===== config.mk =====
export PLATFORM = sky130hd
export DESIGN_NAME = vga_pattern_gen_mc
export DESIGN_NICKNAME = d
export VERILOG_FILES = /design/src/rtl/vga_pattern_gen_mc.sv
export SDC_FILE = /design/constraint.sdc
export NUM_CORES = 1
export LEC_CHECK = 0
export BUFFER_PORTS_ARGS = -buffer_cell sky130_fd_sc_hd__buf_4
export CORE_MARGIN = 2
export CORE_UTILIZATION = 53
export DETAILED_ROUTE_END_ITERATION = 16
export MAX_ROUTING_LAYER = met4
export PLACE_DENSITY = 0.77
export SLEW_MARGIN = 20
export SYNTH_ARGS = -nofsm -noshare
export SYNTH_HDL_FRONTEND = slang
export SYNTH_SLANG_ARGS = --single-unit
export TNS_END_PERCENT = 100

===== constraint.sdc =====
create_clock -name clk -period 5.8 [get_ports clk]
set_clock_uncertainty 0.2 [all_clocks]
set_input_delay 1.16 -clock clk [delete_from_list [all_inputs] [get_ports clk]]
set_output_delay 1.16 -clock clk [all_outputs]
set_load 0.005 [all_outputs]

===== src/rtl/vga_pattern_gen_mc.sv =====
// vga_pattern_gen_mc: parametrised VGA/HDMI timing and test-pattern generator.
// Free-running pixel/line counters feed a combinational region/pattern decode
// whose result is captured in a single output register stage, so sync, data
// enable, colour and sof all leave the block mutually aligned. Every
// configuration input is shadowed at counter state (0,0). In that cycle the
// live values are used directly, so a new frame starts with the new settings.
module vga_pattern_gen_mc #(
    parameter int   CW         = 12,
    parameter int   CD         = 8,
    parameter int   NUM_BANDS  = 4,
    parameter int   BAR_SHIFT  = 5,
    parameter int   CHECK_LOG2 = 4,
    parameter logic HS_POL     = 1'b0,
    parameter logic VS_POL     = 1'b0
) (
    input  logic          clk,
    input  logic          reset_n,
    input  logic [CW-1:0] h_total,
    input  logic [CW-1:0] h_sync,
    input  logic [CW-1:0] h_start,
    input  logic [CW-1:0] h_end,
    input  logic [CW-1:0] v_total,
    input  logic [CW-1:0] v_sync,
    input  logic [CW-1:0] v_start,
    input  logic [CW-1:0] v_end,
    input  logic [CW-1:0] band_lines,
    input  logic [1:0]    pattern_mode,
    input  logic [3*CD-1:0] solid_rgb,
    input  logic          border_en,
    output logic          vga_hs,
    output logic          vga_vs,
    output logic          vga_de,
    output logic [CD-1:0] vga_r,
    output logic [CD-1:0] vga_g,
    output logic [CD-1:0] vga_b,
    output logic          sof,
    output logic [15:0]   frame_cnt
);

    typedef struct packed {
        logic [CW-1:0]   h_total;
        logic [CW-1:0]   h_sync;
        logic [CW-1:0]   h_start;
        logic [CW-1:0]   h_end;
        logic [CW-1:0]   v_total;
        logic [CW-1:0]   v_sync;
        logic [CW-1:0]   v_start;
        logic [CW-1:0]   v_end;
        logic [CW-1:0]   band_lines;
        logic [1:0]      pattern_mode;
        logic [3*CD-1:0] solid_rgb;
        logic            border_en;
    } cfg_t;

    localparam logic [3:0]    BAND_MAX = 4'(NUM_BANDS - 1);
    localparam logic [CD-1:0] FULL     = '1;

    logic [CW-1:0] h_count;
    logic [CW-1:0] v_count;
    logic [CW-1:0] band_row;
    logic [3:0]    band_idx;

    cfg_t live_cfg;
    cfg_t shadow_cfg;
    cfg_t cfg;

    logic          frame_start;
    logic          h_wrap;
    logic          v_wrap;
    logic          hact;
    logic          vact;
    logic          de_next;
    logic          border;
    logic [CW-1:0] x_pos;
    logic [CW-1:0] y_pos;
    logic [CW-1:0] band_len;
    logic [CD-1:0] ramp;
    logic [2:0]    bar;
    logic [2:0]    bar_bits;
    logic [CD-1:0] r_next;
    logic [CD-1:0] g_next;
    logic [CD-1:0] b_next;

    assign frame_start = (h_count == '0) && (v_count == '0);

    // Gather the live inputs and select live (frame start) or shadowed config.
    always_comb begin
        live_cfg.h_total      = h_total;
        live_cfg.h_sync       = h_sync;
        live_cfg.h_start      = h_start;
        live_cfg.h_end        = h_end;
        live_cfg.v_total      = v_total;
        live_cfg.v_sync       = v_sync;
        live_cfg.v_start      = v_start;
        live_cfg.v_end        = v_end;
        live_cfg.band_lines   = band_lines;
        live_cfg.pattern_mode = pattern_mode;
        live_cfg.solid_rgb    = solid_rgb;
        live_cfg.border_en    = border_en;
        cfg = frame_start ? live_cfg : shadow_cfg;
    end

    // Region decode and active-area coordinates for the current counter state.
    always_comb begin
        h_wrap   = (h_count >= cfg.h_total);
        v_wrap   = (v_count >= cfg.v_total);
        hact     = (h_count >= cfg.h_start) && (h_count < cfg.h_end);
        vact     = (v_count >= cfg.v_start) && (v_count < cfg.v_end);
        de_next  = hact && vact;
        x_pos    = h_count - cfg.h_start;
        y_pos    = v_count - cfg.v_start;
        band_len = (cfg.band_lines == '0) ? CW'(1) : cfg.band_lines;
        border   = cfg.border_en &&
                   ((x_pos == '0) || (h_count == cfg.h_end - CW'(1)) ||
                    (y_pos == '0) || (v_count == cfg.v_end - CW'(1)));
    end

    // Pixel and line counters, each wrapping after its effective total.
    always_ff @(posedge clk or negedge reset_n) begin
        // NOTE: state registers use non-blocking assignments so every flop samples pre-edge values.
        if (!reset_n) begin
            h_count <= '0;
            v_count <= '0;
        end else if (h_wrap) begin
            h_count <= '0;
            v_count <= v_wrap ? '0 : v_count + CW'(1);
        end else begin
            h_count <= h_count + CW'(1);
        end
    end

    // Capture every configuration input once per frame at state (0,0).
    always_ff @(posedge clk or negedge reset_n) begin
        if (!reset_n) begin
            shadow_cfg <= '0;
        end else if (frame_start) begin
            shadow_cfg <= live_cfg;
        end
    end

    // Band tracker: advance one band every band_len active lines, saturating.
    always_ff @(posedge clk or negedge reset_n) begin
        if (!reset_n) begin
            band_row <= '0;
            band_idx <= '0;
        end else if (h_wrap) begin
            if (v_wrap || !vact) begin
                band_row <= '0;
                band_idx <= '0;
            end else if (band_row >= band_len - CW'(1)) begin
                band_row <= '0;
                if (band_idx < BAND_MAX) begin
                    band_idx <= band_idx + 4'd1;
                end
            end else begin
                band_row <= band_row + CW'(1);
            end
        end
    end

    // Pattern selection; border overrides the mode, blanking forces black.
    always_comb begin
        // NOTE: every output gets a default first so no path leaves one unassigned (no latch).
        r_next   = '0;
        g_next   = '0;
        b_next   = '0;
        ramp     = x_pos[CD-1:0];
        bar      = x_pos[BAR_SHIFT +: 3];
        bar_bits = 3'b000;
        unique case (bar)
            3'd0:    bar_bits = 3'b111;
            3'd1:    bar_bits = 3'b110;
            3'd2:    bar_bits = 3'b011;
            3'd3:    bar_bits = 3'b010;
            3'd4:    bar_bits = 3'b101;
            3'd5:    bar_bits = 3'b100;
            3'd6:    bar_bits = 3'b001;
            default: bar_bits = 3'b000;
        endcase
        if (de_next) begin
            if (border) begin
                r_next = FULL;
                b_next = FULL;
            end else begin
                unique case (cfg.pattern_mode)
                    2'd0: begin
                        unique case (band_idx[1:0])
                            2'd0:    r_next = ramp;
                            2'd1:    g_next = ramp;
                            2'd2:    b_next = ramp;
                            default: begin
                                r_next = ramp;
                                g_next = ramp;
                                b_next = ramp;
                            end
                        endcase
                    end
                    2'd1: begin
                        r_next = {CD{bar_bits[2]}};
                        g_next = {CD{bar_bits[1]}};
                        b_next = {CD{bar_bits[0]}};
                    end
                    2'd2: begin
                        if (!(x_pos[CHECK_LOG2] ^ y_pos[CHECK_LOG2])) begin
                            r_next = FULL;
                            g_next = FULL;
                            b_next = FULL;
                        end
                    end
                    default: begin
                        {r_next, g_next, b_next} = cfg.solid_rgb;
                    end
                endcase
            end
        end
    end

    // Single output register stage plus frame counter.
    always_ff @(posedge clk or negedge reset_n) begin
        if (!reset_n) begin
            vga_hs    <= ~HS_POL;
            vga_vs    <= ~VS_POL;
            vga_de    <= 1'b0;
            vga_r     <= '0;
            vga_g     <= '0;
            vga_b     <= '0;
            sof       <= 1'b0;
            frame_cnt <= '0;
        end else begin
            vga_hs <= (h_count < cfg.h_sync) ? HS_POL : ~HS_POL;
            vga_vs <= (v_count < cfg.v_sync) ? VS_POL : ~VS_POL;
            vga_de <= de_next;
            vga_r  <= r_next;
            vga_g  <= g_next;
            vga_b  <= b_next;
            sof    <= frame_start;
            if (frame_start) begin
                frame_cnt <= frame_cnt + 16'd1;
            end
        end
    end

endmodule

==> results of run 1 <==
sequential cells by signal, summed over array words and instances, names as in the netlist, 4 cells and up:
name / cells
shadow_cfg: 135
frame_cnt: 16
band_row: 12
h_count: 12
v_count: 12
vga_b: 8
vga_g: 8
vga_r: 8
band_idx: 4
cell usage after synthesis (8+ instances only):
| cell type | count |
|---|---|
| clkbuf_1 | 19 |
| xnor2_1 | 40 |
| or3_1 | 11 |
| nor3_1 | 39 |
| a21o_1 | 23 |
| ha_1 | 119 |
| dfrtp_1 | 217 |
| buf_2 | 12 |
| o21ai_0 | 68 |
| nand3_1 | 43 |
| inv_1 | 121 |
| nand2_1 | 170 |
| nor2_1 | 87 |
| a21oi_2 | 11 |
| and2_1 | 12 |
| and3_1 | 18 |
| nor4_1 | 16 |
| mux2i_1 | 88 |
| buf_6 | 8 |
| o31ai_1 | 10 |
| xor2_1 | 31 |
| a21oi_1 | 43 |
| o21a_1 | 12 |
| a31oi_1 | 8 |
| nand4_1 | 23 |
| nand2b_1 | 26 |
| a211oi_1 | 9 |
| or4_1 | 8 |
| nor2b_1 | 13 |
| o22ai_1 | 28 |
cells by family after synthesis:
kind of cell	count (synthesis)	share of synthesized area [%]
buffers and inverters	169	5.228
AO/OA/AOI/OAI	268	13.37
flip-flops	219	39.50
AND/OR/NAND/NOR	518	19.33
multiplexers	97	7.228
adder cells (fa/ha/maj)	120	10.87
XOR/XNOR	71	4.480
worst max-delay path: cells and delay by family (launching register included):
kind | cells | cell delay (ps)
AOI/OAI and AO/OA | 7 | 1160
xor gates and xnor gates | 1 | 200
adders and majority gates | 3 | 730
buffers and inverters | 2 | 610
DFF | 1 | 540
muxes | 1 | 390
and+or+nand+nor | 8 | 1420
power groups by stage:
stage,Clock [mW],Sequential [mW],Combinational [mW]
floorplan,0,2.26,2.59
global placement,0,2.27,3.50
detailed placement,0,2.29,3.63
CTS,1.68,2.27,3.66
global route,1.74,2.32,4.16
finish,1.65,2.27,3.70
stage by stage:
step / util [%] / setup slack (ps) / cell area, µm² / hold slack, ps
after CTS: 63.90 / 202.3 / 16560 / 278.1
after global placement: 60.62 / 404.8 / 15710 / 256.2
after detailed placement: 60.62 / 171.4 / 15710 / 258.5
after floorplan: - / 265.4 / 13880 / 240.7
after global routing: 64.06 / 38.53 / 16600 / 298.9
final: 64.06 / 419.0 / 16600 / 275.3
layer usage:
metal,up-vias,wire (µm)
li1,5564,-
met1,5562,15910
met2,405,16680
met3,83,2424
met4,0,990
met5,-,0
timing repair:
item / 4_1_cts / 5_1_grt
gates resized for setup: 0 / 4
endpoints found under the hold margin: 0 / 0
endpoints found under the setup margin: 0 / 10
cell type report:
cell class | count | area share, %
multi-input cells | 1074 | 46.29
flip-flops and latches | 219 | 33.03
repair buffers | 218 | 10.20
clock buffers | 36 | 4.259
inverters | 122 | 2.834
well taps | 335 | 2.525
clock inverters | 8 | 0.8593
how the worst max path moves through the flow:
stage                       start           to  cells past startpoint
floorplan              h_count[1]     vga_b[0]                     24
global placement    band_lines[5]  band_row[8]                     20
detailed placement  band_lines[5]  band_row[6]                     20
CTS                    v_count[1]  band_row[6]                     22
global route           h_count[0]  band_row[6]                     22
finish                 v_count[1]  band_row[6]                     22
==> results.toml, run 1 <==
[setup_path]
slowest_delay_ps = 540
worstSetupStartpointType = "flop"
crit_path_max_fanout = 47
crit_arrival_ps = 5620
crit_type = "flop to flop"
timing.rr.start = "v_count[1]"
r2r_cells = 22
end_kind = "flop"
timing.rr.end = "band_row[6]"
cp.required_ps = 6030
path_cells = "inv_1 > ha_1 > nor4b_2 > and4_1 > nand2_8 > buf_4 > mux2i_1 > nand2_1 > nor3_1 > nor2_1 > ha_1 > o21ai_0 > xor2_1 > ha_1 > a21o_1 > a211oi_1 > o21ai_0 > a31oi_1 > a21oi_1 > nor2_2 > nand2_2 > o21ai_0"
slowest_stage = "dfrtp_1"
reg2reg_slack_ps = 420

[synthesis]
synthArstFlopShare_pct = 100.0
netlist_area_mm2 = 0.01388
synth_top_area_share_pct = 39.12
synth_edf_count = 0
syn_area_per_cell_um2 = 9.495
syn-instance-count = 1462
yosys.area.top_type = "dfrtp_1"
synth-seq-cells = 219
ys_types = 89
synth_nets = 1719
dominantRegCellSynth = "dfrtp_1"
synthTopCellsByArea = "dfrtp_1 39%, ha_1 11%, mux2i_1 6.3%"
ys_warn_count = 0
ys_seq_area_share_pct = 39.50

[cells_and_area]
register_area_mm2 = 0.005483
fin_cells = 2012
n_antenna_cell = 0
nNetsFinal = 1917
num-fill-cells = 2111
drive_gt1_share_pct = 19.02
mostFrequentLayoutCells = "217 x dfrtp_1, 213 x buf_4, 169 x nand2_1"
syn_to_final_growth_pct = 19.57
final_common_cell = "dfrtp_1"
multi_input_area_mm2 = 0.007684

[sta]
fmax_mhz = 185.8
max_slew_margin_pct = 43.41
finalCriticalPeriod_ps = 5381
tns_ps = 0
rsz0062_at_grt = "no"
hold_violations = 0
tightest_slew_ps = 841.1
fin_crit_sh_pct = 92.78
setup_violations = 0
drv_slew = 0

[min_path]
min_path_cells = 1
hold_path.class = "flop to flop"
min_to = "frame_cnt[15]"
hold_path_startpoint = "frame_cnt[15]"

[run_status]
status = "completed"

[detailed_routing]
viasPerCell = 5.772
drt_first_pass_iters = 5
first_iter_violations = 913
drc = 0
num_vias = 11614
drtAntennaViolNets = 0
routed_wl_um = 36010
detail_route.wl_per_cell_um = 17.90

[cts]
clk_latency_ps = 520
post-cts-setup-buffers = 0
cts_root_buf = "clkbuf_16"
cts_tree = "yes"
cts_buffers = 25
cts.path.max_buffers = 3
cts.sinks = 219
path_clk_slew_ps = 60
postCtsHoldBufs = 0
htree_levels = 1

[pwr]
switching_share_pct = 40.50
p_leak_nw = 8.563
finalPower_mw = 7.623
ir_drop_uv = 280.1
p_seq_share_pct = 29.8
internal_power_mw = 4.536
cellPowerDensity_mw_per_mm2 = 459.3
p_comb_share_pct = 48.5
p_sw_mw = 3.087
clkPwrFrac_pct = 21.7

[floorplan]
dieHeight_um = 165.8
rows = 59
pin_count = 181
die_area_mm2 = 0.02750
die_w_um = 165.8
start_util_pct = 53.58
core_mm2 = 0.02591

[global_route]
grt_use_met1_pct = 34.67
grt_pass1_wl_um = 58440
grt_util_all_layers_pct = 26.44
antenna_found_initial = 0
grt_max_degree = 138
first_global_vias = 11541
busiest_layer = "met2"
use_met3_pct = 4.266
grt_overflow = 0
met2_usage_pct = 42.88

[placement]
gp_congestion = 0.9007
place_inst = 1967
post-dp-hpwl_um = 26510
place.port_buffers = 180

[flow_run]
drv_cap = 0
(Power assumes the default switching activity.)
==> inputs of run 2 (changes only) <==
--- a/config.mk
+++ b/config.mk
@@ -11,6 +11,7 @@
 export DETAILED_ROUTE_END_ITERATION = 16
 export MAX_ROUTING_LAYER = met4
 export PLACE_DENSITY = 0.77
+export SETUP_SLACK_MARGIN = 0.5
 export SLEW_MARGIN = 20
 export SYNTH_ARGS = -nofsm -noshare
 export SYNTH_HDL_FRONTEND = slang
==> run 2 against run 1 <==
Net effect: hold slack is essentially flat; final cell count is the same; register-to-register slack gained 380 ps; critical endpoint is now band_row[2]; highest routed layer unchanged; largest power group unchanged; sequential share of layout area is essentially flat; largest cell class unchanged.
==> results.toml, run 2 (synthesized netlist as in run 1, its figures left out) <==
[cells_and_area]
biggestRegsByFlops = "shadow_cfg: 135 flops, frame_cnt: 16 flops"
top_register = "shadow_cfg"
syn_to_final_growth_pct = 19.55
drive_gt1_share_pct = 19.56
nNetsFinal = 1918
final_common_cell = "dfrtp_1"
n_antenna_cell = 0
mostFrequentLayoutCells = "215 x dfrtp_1, 212 x buf_4, 169 x nand2_1"
num-fill-cells = 2125
fin_cells = 2012
largest_reg_flops = 135

[detailed_routing]
num_vias = 11623
detail_route.wl_per_cell_um = 17.94
drtAntennaViolNets = 0
drt_first_pass_iters = 5
viasPerCell = 5.777
drc = 0
first_iter_violations = 728
routed_wl_um = 36110

[cts]
cts.path.max_buffers = 3
path_clk_slew_ps = 60
clk_latency_ps = 520
htree_levels = 1
cts_buffers = 25
cts.sinks = 219
cts_root_buf = "clkbuf_16"
cts_tree = "yes"
postCtsHoldBufs = 0

[setup_path]
crit_path_max_fanout = 28
reg2reg_slack_ps = 800
end_kind = "flop"
r2r_cells = 15
crit_arrival_ps = 5240
crit_type = "flop to flop"
cp.required_ps = 6040
worstSetupStartpointType = "flop"
startpoint = "h_count[11]"
timing.rr.start = "h_count[11]"
timing.rr.end = "band_row[2]"
endpoint = "band_row[2]"

[sta]
fin_crit_sh_pct = 86.27
max_slew_margin_pct = 41.73
setup_violations = 0
tightest_slew_ps = 874.0
drv_slew = 0
fmax_mhz = 199.9
tns_ps = 0
hold_violations = 0
rsz0062_at_grt = "no"
finalCriticalPeriod_ps = 5003
setup_slack_ps = 796.6

[pwr]
ir_drop_uv = 251.1
p_leak_nw = 8.525
cellPowerDensity_mw_per_mm2 = 457.6
finalPower_mw = 7.594

[placement]
post-dp-hpwl_um = 26230
place_ws_ps = 282.2
place_inst = 1964
gp_congestion = 0.9084
place.port_buffers = 180

[run_status]
status = "completed"

[min_path]
hold_path.class = "flop to flop"

[floorplan]
rows = 59
die_area_mm2 = 0.02750
die_w_um = 165.8
start_util_pct = 53.58
core_mm2 = 0.02591
pin_count = 181
dieHeight_um = 165.8

[global_route]
grt_overflow = 0
use_met3_pct = 4.576
grt_util_all_layers_pct = 26.61
grt_use_met1_pct = 35.26
grt_max_degree = 136
antenna_found_initial = 0
grt_pass1_wl_um = 58680
met2_usage_pct = 42.86
first_global_vias = 11508
busiest_layer = "met2"

[flow_run]
drv_cap = 0
==> run 2: cell count changes in the layout (fill, tap and decap cells not counted), sizes merged <==
| cell | change |
|---|---|
| buf | +1 |
| bufinv | -2 |
| clkbuf | +3 |
| clkinv | -3 |
| inv | +1 |
==> run 2: metal layers <==
layer | up-vias | wire [µm]
met5 | - | 0
met4 | 0 | 728
met3 | 68 | 2488
met2 | 394 | 16920
met1 | 5594 | 15960
li1 | 5567 | -
==> run 2: what timing repair did <==
item                                    in CTS  in global routing
pin swaps                                    0                  1
resized for setup                            2                 23
buffers inserted                             0                  5
endpoints found under the setup margin      12                 41
==> run 2: final cells by class <==
| type | count | area [µm²] | share of cell area [%] |
|---|---|---|---|
| repair buffers | 219 | 1700 | 10.25 |
| well taps | 335 | 419.2 | 2.526 |
| clock buffers | 39 | 718.2 | 4.328 |
| inverters | 122 | 470.5 | 2.835 |
| multi-input cells | 1074 | 7730 | 46.58 |
| clock inverters | 4 | 72.57 | 0.4373 |
| flip-flops and latches | 219 | 5485 | 33.05 |
==> run 2: stage by stage <==
stage | utilization (%) | hold WS, ps | cell area, µm²
6_report | 64.05 | 275.0 | 16600
4_1_cts | 63.61 | 272.5 | 16480
5_1_grt | 64.05 | 293.8 | 16600
3_3_place_gp | 60.53 | 253.1 | 15690
3_5_place_dp | 60.53 | 259.0 | 15690
2_1_floorplan | - | 240.7 | 13890
==> run 2: where the power goes <==
group          switching, mW  internal, mW
Combinational           2.19          1.54
Clock                  0.621         0.932
Sequential             0.301          2.00
Total                   3.12          4.48
==> run 2: critical path: stages (launching register included) <==
cell	delay [ps]
dfrtp_1	560
nor4b_2	440
and4_4	320
nand2_8	140
buf_6	250
mux2i_1	230
ha_1	280
a21o_1	190
a21o_1	170
a21o_1	170
a211o_1	290
a221o_1	510
nand3b_1	490
nor2_2	260
nand2_2	170
o21ai_0	200
==> run 2: how the worst min path moves through the flow <==
stage | from | end | cells after the start
after floorplan | shadow_cfg[102] | shadow_cfg[102] | 2
after global placement | shadow_cfg[3] | shadow_cfg[3] | 2
after detailed placement | shadow_cfg[9] | shadow_cfg[9] | 2
after CTS | shadow_cfg[9] | shadow_cfg[9] | 2
after global routing | shadow_cfg[9] | shadow_cfg[9] | 2
final | shadow_cfg[9] | shadow_cfg[9] | 2
